===== config.mk =====
export PLATFORM = sky130hd
export DESIGN_NAME = alu_seq
export DESIGN_NICKNAME = d
export VERILOG_FILES = /design/src/rtl/alu_seq.sv
export SDC_FILE = /design/constraint.sdc
export NUM_CORES = 1
export LEC_CHECK = 0
export BUFFER_PORTS_ARGS = -buffer_cell sky130_fd_sc_hd__buf_4
export CAP_MARGIN = 20
export CORE_MARGIN = 10
export CORE_UTILIZATION = 59
export CTS_BUF_LIST = sky130_fd_sc_hd__clkbuf_2
export DETAILED_ROUTE_END_ITERATION = 7
export PLACE_DENSITY = 0.82
export SETUP_SLACK_MARGIN = 0.2
export SLEW_MARGIN = 20
export SYNTH_ARGS = -nofsm -noshare
export SYNTH_HDL_FRONTEND = slang
export SYNTH_SLANG_ARGS = --single-unit

===== constraint.sdc =====
create_clock -name clk -period 3.1 [get_ports clk]
set_clock_uncertainty 0.2 [all_clocks]
set_input_delay 0.31 -clock clk [delete_from_list [all_inputs] [get_ports clk]]
set_output_delay 0.31 -clock clk [all_outputs]
set_load 0.005 [all_outputs]

===== src/rtl/alu_seq.sv =====
// alu_seq: registered ALU with valid/ready input, output strobe, shift-add multiplier and error flag
module alu_seq #(
  parameter int    WIDTH          = 4,
  parameter string INPUT_PRIORITY = "A",
  parameter string FULL_ADDER     = "ON"
) (
  input  logic                 clk,
  input  logic                 rst,
  input  logic                 in_valid,
  output logic                 in_ready,
  input  logic [WIDTH-1:0]     A,
  input  logic [WIDTH-1:0]     B,
  input  logic [2:0]           opcode,
  input  logic                 cin,
  input  logic                 serial_in,
  input  logic                 direction,
  input  logic                 red_op_A,
  input  logic                 red_op_B,
  input  logic                 bypass_A,
  input  logic                 bypass_B,
  output logic [2*WIDTH-1:0]   out,
  output logic                 out_valid,
  output logic                 err,
  output logic [15:0]          leds
);
  localparam int CW     = (WIDTH > 1) ? $clog2(WIDTH) : 1;
  localparam bit PRIO_A = INPUT_PRIORITY == "A";
  localparam bit FA     = FULL_ADDER == "ON";
  localparam int W2     = 2 * WIDTH;
  typedef enum logic {IDLE, MUL} state_t;
  typedef struct packed {
    logic [WIDTH-1:0] a;
    logic [WIDTH-1:0] b;
    logic [2:0]       op;
    logic             cin;
    logic             sin;
    logic             dir;
    logic             ra;
    logic             rb;
    logic             ba;
    logic             bb;
  } req_t;

  state_t          state_q, state_d;
  logic [CW-1:0]   cnt_q, cnt_d;
  logic [W2-1:0]   acc_q, acc_d, out_q, out_d;
  logic            pend_q, pend_d, ov_q, ov_d, err_q, err_d;
  logic [15:0]     leds_q, leds_d;
  req_t            req_q, req_d;
  logic            accept, mul_go, inv, red_bit;
  logic [WIDTH-1:0] red_x, byp_x;
  logic [W2-1:0]   lgc, add, shf, rot, res, pp, acc_nx;

  function automatic logic is_inv(input logic [2:0] op, input logic red);
    return (&op[2:1]) || ((|op[2:1]) && red);
  endfunction

  assign req_d     = {A, B, opcode, cin, serial_in, direction, red_op_A, red_op_B, bypass_A, bypass_B};
  assign in_ready  = state_q == IDLE;
  assign accept    = in_valid && in_ready;
  assign mul_go    = opcode == 3'b011 && !is_inv(opcode, red_op_A || red_op_B) && !bypass_A && !bypass_B;
  assign out       = out_q;
  assign out_valid = ov_q;
  assign err       = err_q;
  assign leds      = leds_q;

  // Result of the pending single-cycle op and the next multiplier partial sum
  always_comb begin
    inv     = is_inv(req_q.op, req_q.ra || req_q.rb);
    red_x   = (req_q.ra && req_q.rb) ? (PRIO_A ? req_q.a : req_q.b) : req_q.ra ? req_q.a : req_q.b;
    red_bit = req_q.op[0] ? ^red_x : &red_x;
    byp_x   = (req_q.ba && req_q.bb) ? (PRIO_A ? req_q.a : req_q.b) : req_q.ba ? req_q.a : req_q.b;
    lgc     = (req_q.ra || req_q.rb) ? {{(W2-1){1'b0}}, red_bit}
            : {{WIDTH{1'b0}}, req_q.op[0] ? req_q.a ^ req_q.b : req_q.a & req_q.b};
    add     = {{WIDTH{1'b0}}, req_q.a} + {{WIDTH{1'b0}}, req_q.b} + {{(W2-1){1'b0}}, FA && req_q.cin};
    shf     = req_q.dir ? {out_q[W2-2:0], req_q.sin} : {req_q.sin, out_q[W2-1:1]};
    rot     = req_q.dir ? {out_q[W2-2:0], out_q[W2-1]} : {out_q[0], out_q[W2-1:1]};
    res     = (req_q.ba || req_q.bb) ? {{WIDTH{1'b0}}, byp_x} : inv ? '0
            : req_q.op[2] ? (req_q.op[0] ? rot : shf) : req_q.op[1] ? add : lgc;
    pp      = req_q.b[cnt_q] ? ({{WIDTH{1'b0}}, req_q.a} << cnt_q) : '0;
    acc_nx  = acc_q + pp;
  end

  // Next state: completions of pending ops, multiplier iterations and new accepts
  always_comb begin
    state_d = state_q;
    cnt_d   = cnt_q;
    acc_d   = acc_q;
    out_d   = out_q;
    ov_d    = 1'b0;
    err_d   = err_q;
    leds_d  = leds_q;
    pend_d  = accept && !mul_go;
    if (pend_q) begin
      out_d  = res;
      ov_d   = 1'b1;
      err_d  = inv;
      leds_d = inv ? ~leds_q : '0;
    end
    if (state_q == MUL) begin
      acc_d = acc_nx;
      cnt_d = cnt_q + 1'b1;
      if (cnt_q == CW'(WIDTH - 1)) begin
        out_d   = acc_nx;
        ov_d    = 1'b1;
        err_d   = 1'b0;
        leds_d  = '0;
        cnt_d   = '0;
        state_d = IDLE;
      end
    end
    if (accept && mul_go) begin
      state_d = MUL;
      acc_d   = '0;
      cnt_d   = '0;
    end
  end

  // State registers; the request is captured at every accept
  always_ff @(posedge clk or negedge rst) begin
    if (!rst) begin
      state_q <= IDLE;
      cnt_q   <= '0;
      acc_q   <= '0;
      out_q   <= '0;
      ov_q    <= 1'b0;
      err_q   <= 1'b0;
      leds_q  <= '0;
      pend_q  <= 1'b0;
      req_q   <= '0;
    end else begin
      state_q <= state_d;
      cnt_q   <= cnt_d;
      acc_q   <= acc_d;
      out_q   <= out_d;
      ov_q    <= ov_d;
      err_q   <= err_d;
      leds_q  <= leds_d;
      pend_q  <= pend_d;
      if (accept) req_q <= req_d;
    end
  end
endmodule


Yosys cells after proc, flatten, opt, wreduce, memory -nomap -nowiden
Cells that the tools add are included.
{"block": "word_totals", "n_memories": 0, "out_inout_bits": 27, "register_bits": 56, "elab_cells": 94, "latchBits": 0, "rom_bits": 0, "ram_bits": 0, "input_bits": 21}
{"block": "classes", "n_eq_ne": 2, "magnitude_cmp": 1, "n_div": 0, "n_reduce_logical": 26, "mul": 0, "n_mux": 38, "bitwise": 4, "n_addsub": 4, "shift": 1}
{"op": "8-bit 2-to-1 mux", "n": 12}
{"op": "16-bit 2-to-1 mux", "n": 4}
{"op": "4-bit 2-to-1 mux", "n": 6}
{"op": "16-bit NOT", "n": 1}
{"op": "1-bit 2-to-1 mux", "n": 11}
{"op": "1-bit logical AND", "n": 10}
{"op": "8-bit adder", "n": 1}
{"op": "4-bit by 2-bit left shift with 8-bit output", "n": 1}
{"op": "5-bit by 1-bit adder with 6-bit output", "n": 1}
{"op": "2-bit 2-to-1 mux", "n": 3}
{"op": "6-bit 2-to-1 mux", "n": 1}
{"op": "4-bit by 4-bit adder with 5-bit output", "n": 1}
{"op": "1-bit logical OR", "n": 5}
{"op": "4-bit AND", "n": 1}
{"op": "1-bit logical NOT", "n": 4}
{"op": "2-bit AND reduction", "n": 2}
{"op": "4-bit AND reduction", "n": 1}
{"op": "2-bit OR reduction", "n": 2}
{"op": "4-bit parity", "n": 1}
{"op": "4-bit XOR", "n": 1}
{"op": "3-bit by 2-bit == test with 1-bit output, second input constant", "n": 1}
{"op": "2-bit by 3-bit less-than comparator with 1-bit output, second input constant", "n": 1}
{"op": "2-bit by 1-bit adder with 2-bit output, second input constant", "n": 1}
{"op": "1-bit binary-select mux with 2-bit select", "n": 1}
{"op": "other kinds (3)", "n": 3}

Logic depth before layout (Yosys ltp)
Gate-level depths: netlist of the first run.
{"block": "depth", "word_depth": 12, "mapped_depth": 11, "ltp_nobuf": 10}

Worst setup path before layout of the first run
OpenSTA, ideal clock, no wires.
{"block": "synth_path", "path_kind": "register -> register", "from": "register cnt_q[1]", "to": "register acc_q[6]", "stages_incl_launch_ff": 10, "setup_time_ns": 0.122, "synth_period_minus_slack_ns": 2.721, "arrival_ns": 2.399, "required_ns": 2.778, "path_slack_ns": 0.379, "path_buffers": 1, "cell_sequence": "dfrtp_1 > buf_2 > mux4_2 > and2_1 > ha_1 > nor2b_1 > o21ai_1 > a21oi_1 > or3_1 > a32o_1"}
{"block": "synth_via", "elab_chain_cells": 6, "word_cells_on_any_way": 7, "cone_classes": "add/sub (1); shift (1); mux (5)"}
{"item": "from (decl)", "line": "45", "rtl": "logic [CW-1:0] cnt_q, cnt_d;"}
{"item": "from (signal assigned)", "line": "133", "rtl": "cnt_q <= cnt_d;"}
{"item": "1-bit binary-select mux with 2-bit select", "line": "80", "rtl": "pp = req_q.b[cnt_q] ? ({{WIDTH{1'b0}}, req_q.a} << cnt_q) : '0;"}
{"item": "1-bit 2-to-1 mux (not written as such)", "line": "80"}
{"item": "8-bit 2-to-1 mux (*)", "line": "80"}
{"item": "8-bit adder (*)", "line": "81", "rtl": "acc_nx = acc_q + pp;"}
{"item": "8-bit 2-to-1 mux (*)", "line": "100", "rtl": "if (state_q == MUL) begin"}
{"item": "8-bit 2-to-1 mux (*)", "line": "112", "rtl": "if (accept && mul_go) begin"}
{"item": "to (signal assigned)", "line": "124", "rtl": "acc_q <= '0;"}
{"item": "to (signal assigned)", "line": "134", "rtl": "acc_q <= acc_d;"}
{"item": "to (decl)", "line": "46", "rtl": "logic [W2-1:0] acc_q, acc_d, out_q, out_d;"}
Mark *: on every way between the ends. The rest lies on a longest branch, timed or not. The select of a mux whose other input is x is not followed.
A chain may end at the register's enable or synchronous reset.

Worst setup path in the final report of the first run
{"block": "layout_path", "from": "register req_q[13] (netlist bit)", "to": "register acc_q[6]"}
{"block": "layout_via", "elab_chain_cells": 6}
{"item": "from (decl)", "line": "49", "rtl": "req_t req_q, req_d;"}
{"item": "from (signal assigned)", "line": "140", "rtl": "if (accept) req_q <= req_d;"}
{"item": "1-bit binary-select mux with 2-bit select", "line": "80"}
{"item": "1-bit 2-to-1 mux (not written as such)", "line": "80"}
{"item": "8-bit 2-to-1 mux", "line": "80"}
{"item": "8-bit adder", "line": "81"}
{"item": "8-bit 2-to-1 mux", "line": "100"}
{"item": "8-bit 2-to-1 mux", "line": "112"}
Every way passes these cells. The select of a mux whose other input is x is not followed.

==> impl_metrics.py, run 1 <==
metrics = {
    "timing": {
        "fin_setup_tns_ns": 0,
        "setup_viol": 0,
        "drv_slew": 0,
        "min_period_ns": 2.786,
        "fmax_mhz": 359.0,
        "tightest_slew_ns": 0.7210,
        "slew_headroom_pct": 51.93,
        "fin_crit_sh_pct": 89.86,
        "hold_viol_final": 0,
        "rsz0062_at_grt": "no",
    },
    "final_layout": {
        "num-fill-cells": 385,
        "final_net_count": 417,
        "area_growth_pct": 20.46,
        "drive_gt1_share_pct": 27.37,
        "n_antenna_cell": 0,
        "final_cells": 450,
    },
    "yosys": {
        "ys_seq_elements": 56,
        "yosys.area.top_type_share_pct": 43.39,
        "yosysSeqAreaShare_pct": 43.39,
        "yosysMostFrequentCell": "dfrtp_1",
        "synth_mux_area_share_pct": 11.86,
        "synthArstFlopShare_pct": 100.0,
        "synth_top_flop_cell": "dfrtp_1",
        "synth-edff-count": 0,
        "synth.distinct_cells": 50,
        "syn_area_sq_mm": 0.003229,
        "synth_xor_area_share_pct": 2.170,
        "synth_warnings": 0,
        "synth_fa_ha_area_share_pct": 7.284,
        "netlist_instances": 314,
        "synth_nets": 352,
        "yosys.area.top_type": "dfrtp_1",
        "synth.avg_cell_area_sq_um": 10.28,
        "ys_top_cells_by_area": "dfrtp_1 43%, mux2_2 8.4%, ha_1 5.4%, nand2_1 4.9%, o21ai_0 3.9%",
        "synth-compound-area-share_pct": 18.21,
        "synthSimpleGateAreaFrac_pct": 12.94,
        "synth_top_family_by_area": "compound AO/OA/AOI/OAI gates",
        "synth_common_cells": "56 x dfrtp_1, 42 x nand2_1, 25 x o21ai_0",
    },
    "setup_path": {
        "ff2ff_setup_slack_ns": 0.31,
        "critPathCaptureType": "flop",
        "arrival_ns": 2.99,
        "reg2reg_depth": 8,
        "crit_path_start_kind": "flop",
        "cp_max_fo": 7,
        "r2r_start": "req_q[13]",
        "path_class": "flop to flop",
        "required_ns": 3.31,
        "worst_r2r_endpoint": "acc_q[6]",
    },
    "grt": {
        "grt_pass1_wl_microns": 12940,
        "grt_pass1_vias": 2617,
        "grt_max_degree": 57,
        "grt.overflow.total": 0,
        "track_usage_pct": 18.16,
        "antenna_found_initial": 0,
    },
    "routing": {
        "totalWireLength_microns": 7647,
        "routed_via_density": 5.789,
        "drc_errors": 0,
        "drt_iter0_markers": 189,
        "wl_per_cell_microns": 16.99,
        "ant_nets": 0,
        "firstDrtPassIters": 5,
        "num_vias": 2605,
    },
    "floorplan": {
        "num_rows": 26,
        "fp.coreArea_sq_mm": 0.005205,
        "die_x_microns": 93.98,
        "fp.dieArea_sq_mm": 0.008832,
        "die_y_microns": 93.98,
        "top_level_ports": 48,
        "start_util_pct": 62.04,
    },
    "clock_network": {
        "cts.htree.levels": 2,
        "clk_path_buf_depth": 2,
        "cts_tree": "yes",
        "cts.reportedPaths.clkPinSlew_ns": 0.29,
        "ctsRootBufferMaster": "clkbuf_2",
        "cts_buffers": 5,
        "clock_sinks": 56,
        "insertion_delay_ns": 0.48,
    },
    "hold_path": {
        "min_path_type": "input port to flop",
        "holdPathStages": 4,
        "holdPathEnd": "acc_q[5]",
        "min-delay-start": "in_valid",
    },
    "placement": {
        "dp.cells": 419,
        "place_congestion": 0.8578,
        "io_buffers": 47,
        "dp_hpwl_microns": 5441,
    },
    "pwr": {
        "p_leak_nw": 1.791,
        "pwr_density_cell_mw_per_mm2": 767.2,
        "vdd_drop_max_v": 0.0004880,
    },
    "run_status": {
        "outcome": "complete, no violations",
    },
    "run": {
        "cap_violations": 0,
    },
}
[cells by family after synthesis]
logic type	after synthesis
AND/OR/NAND/NOR	87
flip-flops	56
multiplexers	34
AO/OA/AOI/OAI	85
buffers and inverters	27
XOR/XNOR	8
adder cells (fa/ha/maj)	17
[cell usage in the layout (no fill, tap or decap), types with 3 or more instances in the layout]
cell type / netlist / routed
dfrtp_1: 56 / 54
buf_4: 2 / 54
nand2_1: 42 / 42
o21ai_0: 25 / 24
mux2_2: 24 / 24
dlygate4sd3_1: 0 / 20
a21oi_1: 17 / 17
ha_1: 14 / 14
nor2_1: 13 / 13
inv_1: 11 / 11
mux2i_1: 9 / 9
o21ai_2: 9 / 9
nor3_1: 6 / 6
and2_1: 5 / 5
a221oi_1: 5 / 5
a22o_1: 5 / 5
clkbuf_2: 0 / 5
nand3_1: 4 / 4
nor2b_1: 4 / 4
xor2_1: 4 / 4
xnor2_1: 4 / 4
or3_1: 3 / 3
a211oi_1: 4 / 3
fa_1: 3 / 3
[power breakdown]
| group | leakage (nW) | internal [mW] | switching [mW] | total (mW) |
|---|---|---|---|---|
| clock network | 0.0311 | 0.0632 | 0.250 | 0.314 |
| registers | 0.688 | 0.973 | 0.299 | 1.27 |
| logic | 1.07 | 0.737 | 0.661 | 1.40 |
[registers in the layout, indices dropped and copies added, names as in the netlist]
name	flops
state_q	1
out	8
acc_q	8
pend_q	1
err	1
cnt_q	2
req_q	18
leds	16
out_valid	1
[final cells by class]
type	count	area (sq um)	share of cell area (%)
multi-input combinational	231	1699	43.68
inverter	11	41.29	1.061
timing repair buffer	74	605.6	15.57
clock buffer	5	25.02	0.6433
sequential	56	1404	36.09
tap	70	87.58	2.252
clock inverter	3	27.53	0.7076
[critical path, stage by stage (launching register included)]
cell and delay, ns:
dfrtp_1 0.52, mux4_2 0.51, and2_1 0.16, ha_1 0.32, nor2b_1 0.15, o21ai_1 0.16, a21oi_1 0.10, or3_1 0.33
a32o_1 0.28
[through the flow]
step	hold WS (ns)	power [mW]	area [sq um]	utilization, %	worst slack [ns]
2_1_floorplan	-0.1856	2.122	3229	-	0.3795
3_3_place_gp	0.2011	2.569	3607	69.30	0.2859
3_5_place_dp	0.2009	2.624	3607	69.30	0.1756
4_1_cts	0.07066	2.958	3861	74.18	0.2557
5_1_grt	0.06968	3.235	3890	74.74	0.2157
6_report	0.08517	2.984	3890	74.74	0.3143
[metal layers]
layer	wire (microns)	part of all wire (%)	vias up	GRT usage (%)
met5	0	0	-	0
met4	119	1.6	0	5.316
met3	475	6.2	13	4.796
met2	3793	50	79	31.28
met1	3258	43	1249	21.62
li1	-	-	1264	-
[how the worst max path moves through the flow]
| stage | start | to | cells after the start |
|---|---|---|---|
| 2_1_floorplan | cnt_q[1] | acc_q[6] | 9 |
| 3_3_place_gp | cnt_q[1] | acc_q[6] | 8 |
| 3_5_place_dp | cnt_q[1] | acc_q[6] | 8 |
| 4_1_cts | cnt_q[1] | acc_q[6] | 8 |
| 5_1_grt | req_q[13] | acc_q[6] | 8 |
| 6_report | req_q[13] | acc_q[6] | 8 |
[timing repair]
item	4_1_cts	5_1_grt
hold endpoints to repair	76	0
setup buffers	0	3
hold buffers	20	0
gates resized for setup	1	3
setup endpoints to repair	2	6
No activity file was read; power rests on OpenSTA's default activity.
==> run 2, diff against run 1 <==
==> constraint.sdc (replaced) <==
create_clock -name clk -period 3.1 [get_ports clk]
set_clock_uncertainty 0.2 [all_clocks]
set_input_delay 0.155 -clock clk [delete_from_list [all_inputs] [get_ports clk]]
set_output_delay 0.155 -clock clk [all_outputs]
set_load 0.005 [all_outputs]
==> run 2 against run 1 <==
Compared with the run above: largest cell class unchanged; design area rose by 0.26%; power rose by 0.17%; global-route usage rose by 0.25 points; sequential power barely moved; combinational power barely moved; critical endpoint unchanged.
==> impl_metrics.py, run 2 (same netlist as run 1, synthesis figures left out) <==
metrics = {
    "setup_path": {
        "worstSetupStartpoint": "req_q[13]",
        "critPathCaptureType": "flop",
        "crit_path_start_kind": "flop",
        "worst_r2r_endpoint": "acc_q[6]",
        "cp_max_fo": 7,
        "required_ns": 3.31,
        "reg2reg_depth": 8,
        "ff2ff_setup_slack_ns": 0.31,
        "arrival_ns": 3.00,
        "path_class": "flop to flop",
        "setup.worst_path.end": "acc_q[6]",
        "r2r_start": "req_q[13]",
    },
    "clock_network": {
        "cts_buffers": 5,
        "cts.htree.levels": 2,
        "insertion_delay_ns": 0.48,
        "cts.reportedPaths.clkPinSlew_ns": 0.30,
        "cts_tree": "yes",
        "clock_sinks": 56,
        "ctsRootBufferMaster": "clkbuf_2",
        "clk_path_buf_depth": 2,
    },
    "pwr": {
        "vdd_drop_max_v": 0.0004865,
        "p_int_mw": 1.775,
        "p_leak_nw": 1.795,
        "p_sw_mw": 1.215,
        "combPwrFrac_pct": 46.9,
        "p_seq_share_pct": 42.7,
        "power_mw": 2.989,
        "netSwitchingFraction_pct": 40.63,
        "p_clk_share_pct": 10.4,
        "pwr_density_cell_mw_per_mm2": 766.5,
    },
    "final_layout": {
        "largest_reg_flops": 18,
        "num-fill-cells": 381,
        "finalCoreUtilization_pct": 74.93,
        "top_register": "req_q",
        "layout_common_cells": "54 x dfrtp_1, 54 x buf_4, 42 x nand2_1",
        "n_antenna_cell": 0,
        "multiInputGateArea_sq_mm": 0.001699,
        "area_growth_pct": 20.77,
        "final_net_count": 418,
        "drive_gt1_share_pct": 27.30,
        "register_area_sq_mm": 0.001404,
    },
    "routing": {
        "totalWireLength_microns": 7712,
        "routed_via_density": 5.796,
        "wl_per_cell_microns": 17.10,
        "num_vias": 2614,
        "drt_iter0_markers": 186,
        "firstDrtPassIters": 5,
        "ant_nets": 0,
        "drc_errors": 0,
    },
    "floorplan": {
        "die_x_microns": 93.98,
        "num_rows": 26,
        "fp.dieArea_sq_mm": 0.008832,
        "start_util_pct": 62.04,
        "fp.coreArea_sq_mm": 0.005205,
        "top_level_ports": 48,
        "die_y_microns": 93.98,
    },
    "timing": {
        "rsz0062_at_grt": "no",
        "min_period_ns": 2.790,
        "hold_ws_ns": 0.005084,
        "drv_slew": 0,
        "fmax_mhz": 358.4,
        "fin_crit_sh_pct": 90.01,
        "hold_viol_final": 0,
        "setup_viol": 0,
        "fin_setup_tns_ns": 0,
        "tightest_slew_ns": 0.7407,
        "slew_headroom_pct": 50.62,
    },
    "run_status": {
        "outcome": "complete, no violations",
    },
    "run": {
        "cap_violations": 0,
    },
    "placement": {
        "place_congestion": 0.8578,
        "io_buffers": 47,
        "dp_hpwl_microns": 5441,
    },
    "grt": {
        "grt_pass1_vias": 2656,
        "antenna_found_initial": 0,
        "track_usage_pct": 18.40,
        "grt_pass1_wl_microns": 13140,
        "grt.overflow.total": 0,
        "grt_max_degree": 57,
    },
    "hold_path": {
        "min_path_type": "input port to async pin",
    },
}
-- run 2: cell types whose count changed in the layout (fill, tap and decap cells not counted), sizes merged --
cell,change
dlygate4sd3,+1
-- run 2: per-layer routing --
layer  track usage [%]  up-vias  wire length, microns
met2             31.45      101                  3788
met5                 0        -                     0
li1                  -     1265                     -
met3             5.116       18                   511
met1             21.90     1230                  3268
met4             5.570        0                   143
-- run 2: power by group through the flow --
stage               combinational [mW]  clock, mW  sequential (mW)
floorplan                        0.937          0             1.19
global route                      1.57      0.347             1.32
CTS                               1.37      0.319             1.27
detailed placement                1.34          0             1.29
global placement                  1.30          0             1.27
finish                            1.40      0.311             1.28
-- run 2: layout make-up --
type                       instances  share of cell area (%)
multi-input combinational        231                   43.57
sequential                        56                   36.00
timing repair buffer              75                   15.78
tap                               70                   2.246
inverter                          11                   1.059
clock inverter                     3                  0.7058
clock buffer                       5                  0.6416
-- run 2: timing repair --
item | 4_1_cts | 5_1_grt
gates resized for setup | 1 | 3
hold buffers | 21 | 0
setup endpoints to repair | 2 | 6
endpoints found under the hold margin | 86 | 0
setup buffers | 0 | 3
-- run 2: per-stage QoR --
step           setup WS [ns]  cell area (sq um)  std cells
2_1_floorplan         0.3795               3229        314
3_3_place_gp          0.2859               3607        419
3_5_place_dp          0.1756               3607        419
4_1_cts               0.2557               3871        448
5_1_grt               0.2157               3900        451
6_report              0.3097               3900        451
-- run 2: worst min-delay path by stage --
| stage | startpoint | endpoint | depth (start not counted) |
|---|---|---|---|
| global placement | rst | leds[13] | 1 |
| CTS | rst | req_q[2] | 2 |
| finish | rst | req_q[9] | 2 |
| floorplan | rst | acc_q[0] | 0 |
| global route | rst | leds[13] | 2 |
| detailed placement | rst | leds[11] | 1 |
-- run 2: worst max-delay path: stages (launching register included) --
cell and delay, ns:
dfrtp_1 0.52, mux4_2 0.51, and2_1 0.16, ha_1 0.32, nor2b_1 0.15, o21ai_1 0.17
a21oi_1 0.10, or3_1 0.33, a32o_1 0.28
==> run 3, diff against run 2 <==
--- a/config.mk
+++ b/config.mk
@@ -9,7 +9,7 @@
 export CAP_MARGIN = 20
 export CORE_MARGIN = 10
 export CORE_UTILIZATION = 59
-export CTS_BUF_LIST = sky130_fd_sc_hd__clkbuf_2
+export CTS_BUF_LIST = sky130_fd_sc_hd__clkbuf_8
 export DETAILED_ROUTE_END_ITERATION = 7
 export PLACE_DENSITY = 0.82
 export SETUP_SLACK_MARGIN = 0.2
==> run 3 against run 2 <==
Compared with the run above: cell count down 0.67%; routed wire length up 0.32%; global-route usage down 0.067 points; clock-buffer cell count unchanged; worst setup slack better by 0.0098 ns; sequential cell count unchanged; power up 3.6%; sequential power about the same; design area up 0.42%; non-clock buffer count down 3; combinational power about the same; critical path depth unchanged; critical endpoint unchanged; largest power group unchanged.
==> impl_metrics.py, run 3 (same netlist as run 1, synthesis figures left out) <==
metrics = {
    "floorplan": {
        "die_y_microns": 93.98,
        "die_x_microns": 93.98,
        "top_level_ports": 48,
        "start_util_pct": 62.04,
        "fp.dieArea_sq_mm": 0.008832,
        "fp.coreArea_sq_mm": 0.005205,
        "num_rows": 26,
    },
    "hold_path": {
        "min_path_type": "input port to flop",
        "min-delay-start": "in_valid",
    },
    "grt": {
        "grt.overflow.total": 0,
        "track_usage_pct": 18.34,
        "antenna_found_initial": 0,
        "grt_max_degree": 57,
        "grt_pass1_wl_microns": 13130,
        "grt_pass1_vias": 2611,
    },
    "setup_path": {
        "crit_buf_inv": 0,
        "path_cells": "mux4_2 > and2_1 > ha_1 > nor2b_1 > o21ai_1 > a21oi_1 > or3_1 > a32o_1",
        "cp_max_fo": 7,
        "critPathCaptureType": "flop",
        "crit_family": "simple AND/OR/NAND/NOR gates",
        "ff2ff_setup_slack_ns": 0.32,
        "path_class": "flop to flop",
        "arrival_ns": 2.79,
        "max_stage_delay_ns": 0.53,
        "cpMaxStageDelayCell": "mux4_2",
        "crit_path_start_kind": "flop",
        "worstSetupStartpoint": "cnt_q[1]",
        "required_ns": 3.11,
        "r2r_start": "cnt_q[1]",
    },
    "final_layout": {
        "num-fill-cells": 376,
        "largest_reg_flops": 18,
        "final_common_cell": "dfrtp_1",
        "layout_common_cells": "54 x dfrtp_1, 53 x buf_4, 42 x nand2_1",
        "multiInputGateArea_sq_mm": 0.001699,
        "register_area_sq_mm": 0.001404,
        "n_antenna_cell": 0,
        "area_growth_pct": 21.27,
        "top_register": "req_q",
        "final_net_count": 415,
        "drive_gt1_share_pct": 27.25,
    },
    "routing": {
        "routed_via_density": 5.696,
        "num_vias": 2552,
        "wl_per_cell_microns": 17.27,
        "drt_iter0_markers": 176,
        "totalWireLength_microns": 7737,
        "drc_errors": 0,
        "firstDrtPassIters": 4,
        "ant_nets": 0,
    },
    "run_status": {
        "outcome": "complete, no violations",
    },
    "clock_network": {
        "clk_path_buf_depth": 2,
        "cts.htree.levels": 2,
        "ctsRootBufferMaster": "clkbuf_8",
        "cts_buffers": 5,
        "insertion_delay_ns": 0.32,
        "cts_tree": "yes",
        "clock_sinks": 56,
        "cts.reportedPaths.clkPinSlew_ns": 0.11,
    },
    "timing": {
        "fin_crit_sh_pct": 89.69,
        "slew_headroom_pct": 52.83,
        "fin_setup_tns_ns": 0,
        "hold_viol_final": 0,
        "fmax_mhz": 359.6,
        "rsz0062_at_grt": "no",
        "tightest_slew_ns": 0.7076,
        "setup_viol": 0,
        "hold_ws_ns": 0.1256,
        "drv_slew": 0,
        "min_period_ns": 2.781,
    },
    "pwr": {
        "vdd_drop_max_v": 0.0004225,
        "pwr_density_cell_mw_per_mm2": 791.2,
        "power_mw": 3.099,
        "p_leak_nw": 1.799,
    },
    "run": {
        "cap_violations": 0,
    },
    "placement": {
        "place_congestion": 0.8578,
        "dp_hpwl_microns": 5441,
        "io_buffers": 47,
    },
}
[run 3: final timing paths]
kind	to	cells after the start
max in group asynchronous	cnt_q[1]	2
setup / recovery	acc_q[6]	8
min in group asynchronous	leds[13]	2
hold reg to reg	leds[9]	1
hold / removal	acc_q[5]	4
setup reg to reg	acc_q[6]	8
[run 3: what timing repair did]
item,CTS,global route
resized for setup,1,3
hold buffers,19,0
pin swaps,0,0
setup buffers,0,2
endpoints found under the hold margin,76,0
endpoints found under the setup margin,1,6
[run 3: power by group]
group / internal, mW / switching (mW) / total, mW
Combinational: 0.733 / 0.666 / 1.40
Sequential: 0.976 / 0.300 / 1.28
Clock: 0.166 / 0.258 / 0.424
Total: 1.87 / 1.22 / 3.10
[run 3: worst register-to-register path, stage by stage (launching register included)]
cell and delay [ns]:
dfrtp_2 0.45, mux4_2 0.53, and2_1 0.16, ha_1 0.33, nor2b_1 0.15, o21ai_1 0.16
a21oi_1 0.10, or3_1 0.33, a32o_1 0.27
[run 3: layout make-up]
cell class | count | area share, %
clock inverter | 3 | 0.7029
timing repair buffer | 72 | 15.02
multi-input combinational | 231 | 43.39
sequential | 56 | 35.85
clock buffer | 5 | 1.757
inverter | 11 | 1.054
tap | 70 | 2.236
[run 3: stage by stage]
stage	util, %	cell area [sq um]	setup slack [ns]	instances
after floorplan	-	3229	0.3795	314
after global placement	69.30	3607	0.2859	419
after detailed placement	69.30	3607	0.1756	419
after CTS	74.83	3895	0.2732	446
after global routing	75.24	3916	0.2192	448
final	75.24	3916	0.3195	448
[run 3: per-layer routing]
| layer | GRT usage [%] | vias up | part of all wire, % |
|---|---|---|---|
| li1 | - | 1259 | - |
| met1 | 22.10 | 1220 | 43 |
| met2 | 31.68 | 63 | 50 |
| met3 | 4.476 | 10 | 5.7 |
| met4 | 5.063 | 0 | 1.3 |
| met5 | 0 | - | 0 |
